==> config.mk <==
export PLATFORM = sky130hd
export DESIGN_NAME = imm_ext_pipe_flat
export DESIGN_NICKNAME = d
export VERILOG_FILES = /design/src/rtl/imm_ext_pipe_if.sv /design/src/rtl/imm_ext_pipe.sv /design/src/flat_wrapper.sv
export SDC_FILE = /design/constraint.sdc
export NUM_CORES = 1
export LEC_CHECK = 0
export BUFFER_PORTS_ARGS = -buffer_cell sky130_fd_sc_hd__buf_2
export CORE_MARGIN = 2
export CORE_UTILIZATION = 49
export CTS_BUF_LIST = sky130_fd_sc_hd__clkbuf_16
export DETAILED_ROUTE_END_ITERATION = 8
export GPL_TIMING_DRIVEN = 0
export PLACE_DENSITY = 0.76
export SLEW_MARGIN = 20
export SYNTH_ARGS = -nofsm -noshare
export SYNTH_HDL_FRONTEND = slang
export SYNTH_SLANG_ARGS = --single-unit
==> constraint.sdc <==
create_clock -name clk -period 2.45 [get_ports clk]
set_input_delay 0.735 -clock clk [delete_from_list [all_inputs] [get_ports clk]]
set_output_delay 0.735 -clock clk [all_outputs]
set_load 0.005 [all_outputs]
==> src/rtl/imm_ext_pipe_if.sv <==
// imm_ext_pipe_if: input/output handshake channels for the immediate-extension pipeline
// in_*  : upstream operand channel (valid/ready, raw data, mode, byte offset)
// out_* : downstream result channel (valid/ready, extended data, misalignment flag)
interface imm_ext_pipe_if #(
  parameter int DATA_W = 32,
  parameter int OFF_W = $clog2(DATA_W / 8)
);
  logic in_valid;
  logic in_ready;
  logic [DATA_W-1:0] in_data;
  logic [2:0] in_mode;
  logic [OFF_W-1:0] in_off;
  logic out_valid;
  logic out_ready;
  logic [DATA_W-1:0] out_data;
  logic out_err;
  modport master (
    output in_valid, in_data, in_mode, in_off, out_ready,
    input in_ready, out_valid, out_data, out_err
  );
  modport slave (
    input in_valid, in_data, in_mode, in_off, out_ready,
    output in_ready, out_valid, out_data, out_err
  );
endinterface

==> src/rtl/imm_ext_pipe.sv <==
// imm_ext_pipe: two-stage immediate / load-data sign/zero extension pipeline
// clk   : rising-edge clock
// reset : asynchronous active-high reset, empties the pipeline
// flush : synchronous clear of both stages, drops any operand offered that cycle
// bus   : slave side of imm_ext_pipe_if (in_* operand channel, out_* result channel)
module imm_ext_pipe #(
  parameter int DATA_W = 32,
  parameter int IMM_W = 16,
  parameter int SHAMT = 2,
  parameter int HI_SH = 16
) (
  input logic clk,
  input logic reset,
  input logic flush,
  imm_ext_pipe_if.slave bus
);
  localparam int OFF_W = $clog2(DATA_W / 8);
  logic v1, v2, ld1, ld2, err;
  logic [DATA_W-1:0] d1, sext, zext, res;
  logic [2:0] m1;
  logic [OFF_W-1:0] o1;
  logic [IMM_W-1:0] imm;
  logic [7:0] b;
  logic [15:0] h;
  assign ld2 = !v2 || bus.out_ready;
  assign ld1 = !v1 || ld2;
  // flush always swallows the offered operand, so it reads as accepted
  assign bus.in_ready = ld1 || flush;
  assign bus.out_valid = v2;
  always_comb begin
    imm = d1[IMM_W-1:0];
    sext = {{(DATA_W-IMM_W){imm[IMM_W-1]}}, imm};
    zext = {{(DATA_W-IMM_W){1'b0}}, imm};
    b = d1[8*o1 +: 8];
    // halfword index drops off[0] so the select stays in range; odd offsets are flagged below
    h = d1[16*o1[OFF_W-1:1] +: 16];
    err = m1[2] && m1[1] && o1[0];
    res = err ? '0 :
          m1 == 3'd0 ? sext :
          m1 == 3'd1 ? zext :
          m1 == 3'd2 ? sext << SHAMT :
          m1 == 3'd3 ? sext << HI_SH :
          m1 == 3'd4 ? {{(DATA_W-8){b[7]}}, b} :
          m1 == 3'd5 ? {{(DATA_W-8){1'b0}}, b} :
          m1 == 3'd6 ? {{(DATA_W-16){h[15]}}, h} :
                       {{(DATA_W-16){1'b0}}, h};
  end
  always_ff @(posedge clk or posedge reset) begin
    if (reset) begin
      v1 <= 1'b0;
      v2 <= 1'b0;
      d1 <= '0;
      m1 <= '0;
      o1 <= '0;
      bus.out_data <= '0;
      bus.out_err <= 1'b0;
    end else if (flush) begin
      v1 <= 1'b0;
      v2 <= 1'b0;
    end else begin
      if (ld1) begin
        v1 <= bus.in_valid;
        if (bus.in_valid) begin
          d1 <= bus.in_data;
          m1 <= bus.in_mode;
          o1 <= bus.in_off;
        end
      end
      if (ld2) begin
        v2 <= v1;
        if (v1) begin
          bus.out_data <= res;
          bus.out_err <= err;
        end
      end
    end
  end
endmodule

==> src/flat_wrapper.sv <==
// flat-port wrapper written by rule: the top's interface ports become plain ports
module imm_ext_pipe_flat 
#(
  parameter int DATA_W = 32,
  parameter int IMM_W = 16,
  parameter int SHAMT = 2,
  parameter int HI_SH = 16
)
  (clk, reset, flush, bus_in_valid, bus_in_data, bus_in_mode, bus_in_off, bus_out_ready, bus_in_ready, bus_out_valid, bus_out_data, bus_out_err);
  imm_ext_pipe_if #(.DATA_W(DATA_W)) bus_i ();
  input logic clk;
  input logic reset;
  input logic flush;
  input wire logic [$bits(bus_i.in_valid)-1:0] bus_in_valid;
  input wire logic [$bits(bus_i.in_data)-1:0] bus_in_data;
  input wire logic [$bits(bus_i.in_mode)-1:0] bus_in_mode;
  input wire logic [$bits(bus_i.in_off)-1:0] bus_in_off;
  input wire logic [$bits(bus_i.out_ready)-1:0] bus_out_ready;
  output wire logic [$bits(bus_i.in_ready)-1:0] bus_in_ready;
  output wire logic [$bits(bus_i.out_valid)-1:0] bus_out_valid;
  output wire logic [$bits(bus_i.out_data)-1:0] bus_out_data;
  output wire logic [$bits(bus_i.out_err)-1:0] bus_out_err;
  assign bus_i.in_valid = bus_in_valid;
  assign bus_i.in_data = bus_in_data;
  assign bus_i.in_mode = bus_in_mode;
  assign bus_i.in_off = bus_in_off;
  assign bus_i.out_ready = bus_out_ready;
  assign bus_in_ready = bus_i.in_ready;
  assign bus_out_valid = bus_i.out_valid;
  assign bus_out_data = bus_i.out_data;
  assign bus_out_err = bus_i.out_err;
  imm_ext_pipe #(.DATA_W(DATA_W), .IMM_W(IMM_W), .SHAMT(SHAMT), .HI_SH(HI_SH)) u_core (.clk(clk), .reset(reset), .flush(flush), .bus(bus_i));
endmodule
==> impl_metrics.csv <==
group,metric,value,unit
outcome,status,"finished, final reports clean",
cts,clkSlewWorstSetupHoldPaths,0.06,ns
finish,num_antenna_cells,0,
synthesis,synthesis.area,3580,sq um
global_routing,grt_pass1_vias,2805,
placed_design,gp_congestion,0.952,
synthesis,synth_seq_cells,72,
finish,syn_to_final_growth,23.6,%
synthesis,synth_edf_count,0,
placed_design,dp.cells,493,
flow_run,drv_cap,0,
die,die_h,89.5,um
sta,max_slew_margin,55.1,%
cts,clkLatencyLatePin,0.33,ns
sta,hold_viol,0,
finish,drive_gt1_share,39.5,%
finish,fin_util,61.7,%
sta,clock.fmax,446,MHz
power,peakVddDrop,0.430,mV
worst_setup_path,crit_arrival,2.46,ns
global_routing,grt_max_degree,30,
worst_setup_path,worstSetupStartpointType,"input port",
finish,finalNonFillerCells,509,
placed_design,dpl_cell_area,4130,sq um
global_routing,overflow,0,
sta,fin_crit,2.24,ns
worst_hold_path,worstHoldPathType,"input port to asynchronous set/reset pin",
die,ios,77,
sta,whs,0.415,ns
worst_setup_path,worstSetupPathType,"input port to register",
cts,clock-sinks,72,
worst_setup_path,worstSetupEndpointType,"register",
route,ant_nets,0,
finish,multiInputGateArea,1650,sq um
route,vias_per_cell,5.75,
die,core_region_area,7180,sq um
synthesis,synthCells,316,
synthesis,syn_nets,358,
global_routing,grt_pass1_wl,14200,um
die,die_width,89.5,um
cts,htreeDepth,3,
die,rows,31,
sta,fin_skew,0.00685,ns
global_routing,antenna_found_initial,0,
cts,cts_tree,"yes",
finish,stdcell_area,4430,sq um
synthesis,synthTopCellsByCount,"dfrtp_1 (72), mux2_2 (37), nor2_1 (30), clkbuf_1 (15)",
worst_setup_path,cp.required,2.67,ns
power,power.total,3.97,mW
cts,cts_made_buffers,9,
sta,finalMaxSlewViolations,0,
synthesis,ys_top_cells_by_area,"dfrtp_1 (50%), mux2_2 (12%), mux2i_1 (3.9%)",
sta,fin_crit_sh,91.6,%
worst_setup_path,cp_max_fo,10,
route,avgRoutedWirePerCell,17.9,um
global_routing,gr-usage-all-layers,24.0,%
synthesis,yosysUniqueCellTypes,45,
placed_design,hpwl,6630,um
route,drt-total-wl,9140,um
route,dr_total_vias,2926,
synthesis,synth_top_area_share,50.3,%
sta,final.setup.tns,0,ns
power,powerDensity,896,nW/um^2
finish,register_area,1800,sq um
cts,hold_buffers,0,
finish,num-nets-final,447,
power,p_leak,2.08,nW
synthesis,async_reset_ff_share,100,%
cts,clockBufferDepth,2,
synthesis,yosysTopAreaCell,"dfrtp_1",
cts,cts_resized,0,
placed_design,port_buffers,76,
sta,setup_viol,0,
synthesis,synth_seq_area_share,50.3,%
cts,root_buffer,"clkbuf_16",
sta,worst_slew_pin_slew,0.673,ns
synthesis,yosysMostFrequentCell,"dfrtp_1",
die,die_area,8010,sq um
route,drt_pre_antenna_iters,5,
synthesis,yosys_warnings,0,
die,initial_core_util,49.9,%
route,drc,0,
synthesis,ys.flop_type,"dfrtp_1",
route,drt_iter0_drc,378,
cts,post_cts_buffers,0,
sta,rsz0062_at_grt,"no",
placed_design,preCtsSetupSlack,-0.0891,ns
sta,fin_ws,0.206,ns
finish,nFillCells,596,
synthesis,synth_area_per_cell,11.3,sq um
-- logic make-up (layout without fill, tap and decap cells) --
family	after synthesis	in the layout	share of synthesized area [%]
mux	54	54	17.5
simple gates	85	85	11.8
buf+inv	28	122	3.60
compound gates	77	77	16.8
flops	72	72	50.3
-- per-layer routing --
layer	part of all wire [%]	track usage, %	vias to the layer above
met3	8.7	6.56	25
li1	-	-	1356
met1	43	33.1	1413
met4	3.5	10.2	0
met5	0	0	-
met2	45	35.8	132
-- state kept, by name, summed over array words and instances, names as in the netlist --
| signal | cells |
|---|---|
| u_core.bus.out_data | 32 |
| u_core.bus.out_err | 1 |
| u_core.bus.out_valid | 1 |
| u_core.d1 | 32 |
| u_core.m1 | 3 |
| u_core.o1 | 2 |
| u_core.v1 | 1 |
-- layout by cell type (no fill, tap or decap), types with 8 or more instances in the layout --
cell type	netlist	final
a211o_2	10	10
a21oi_1	11	11
buf_2	7	83
clkbuf_1	15	15
clkbuf_16	0	9
dfrtp_1	72	72
mux2_2	37	37
mux2i_1	14	14
nand2_1	11	11
nand2b_1	8	8
nor2_1	30	30
nor3_1	14	14
o21ai_0	11	11
-- critical path, stage by stage --
cell	delay [ns]
buf_2	0.10
nor2b_1	0.19
a21o_1	0.15
clkbuf_1	0.51
buf_2	0.40
mux2_2	0.37
-- final timing paths --
path | from | to | slack (ns) | cells after the start
setup reg to reg | u_core.bus.out_valid | u_core.d1[1] | 0.32 | 5
min in group clk | u_core.bus.out_err | u_core.bus.out_err | 0.47 | 2
hold / removal | reset | u_core.d1[30] | 0.41 | 2
hold reg to reg | u_core.bus.out_err | u_core.bus.out_err | 0.47 | 2
max in group asynchronous | reset | u_core.bus.out_data[5] | 1.56 | 3
setup / recovery | bus_out_ready | u_core.d1[1] | 0.21 | 6
-- where the power goes --
| part | leakage, nW | switching, mW | internal [mW] |
|---|---|---|---|
| clock | 0.139 | 0.492 | 0.787 |
| combinational | 1.07 | 0.482 | 0.530 |
| sequential | 0.872 | 0.218 | 1.46 |
| total | 2.08 | 1.19 | 2.77 |
-- final cells by class --
cell class	count	area share (%)
flip-flops and latches	72	40.7
multi-input cells	216	37.3
repair buffers	78	9.50
clock buffers	9	5.09
well taps	99	2.80
plain buffers	25	2.66
clock inverters	7	1.61
inverters	3	0.339
(Power assumes the default switching activity.)
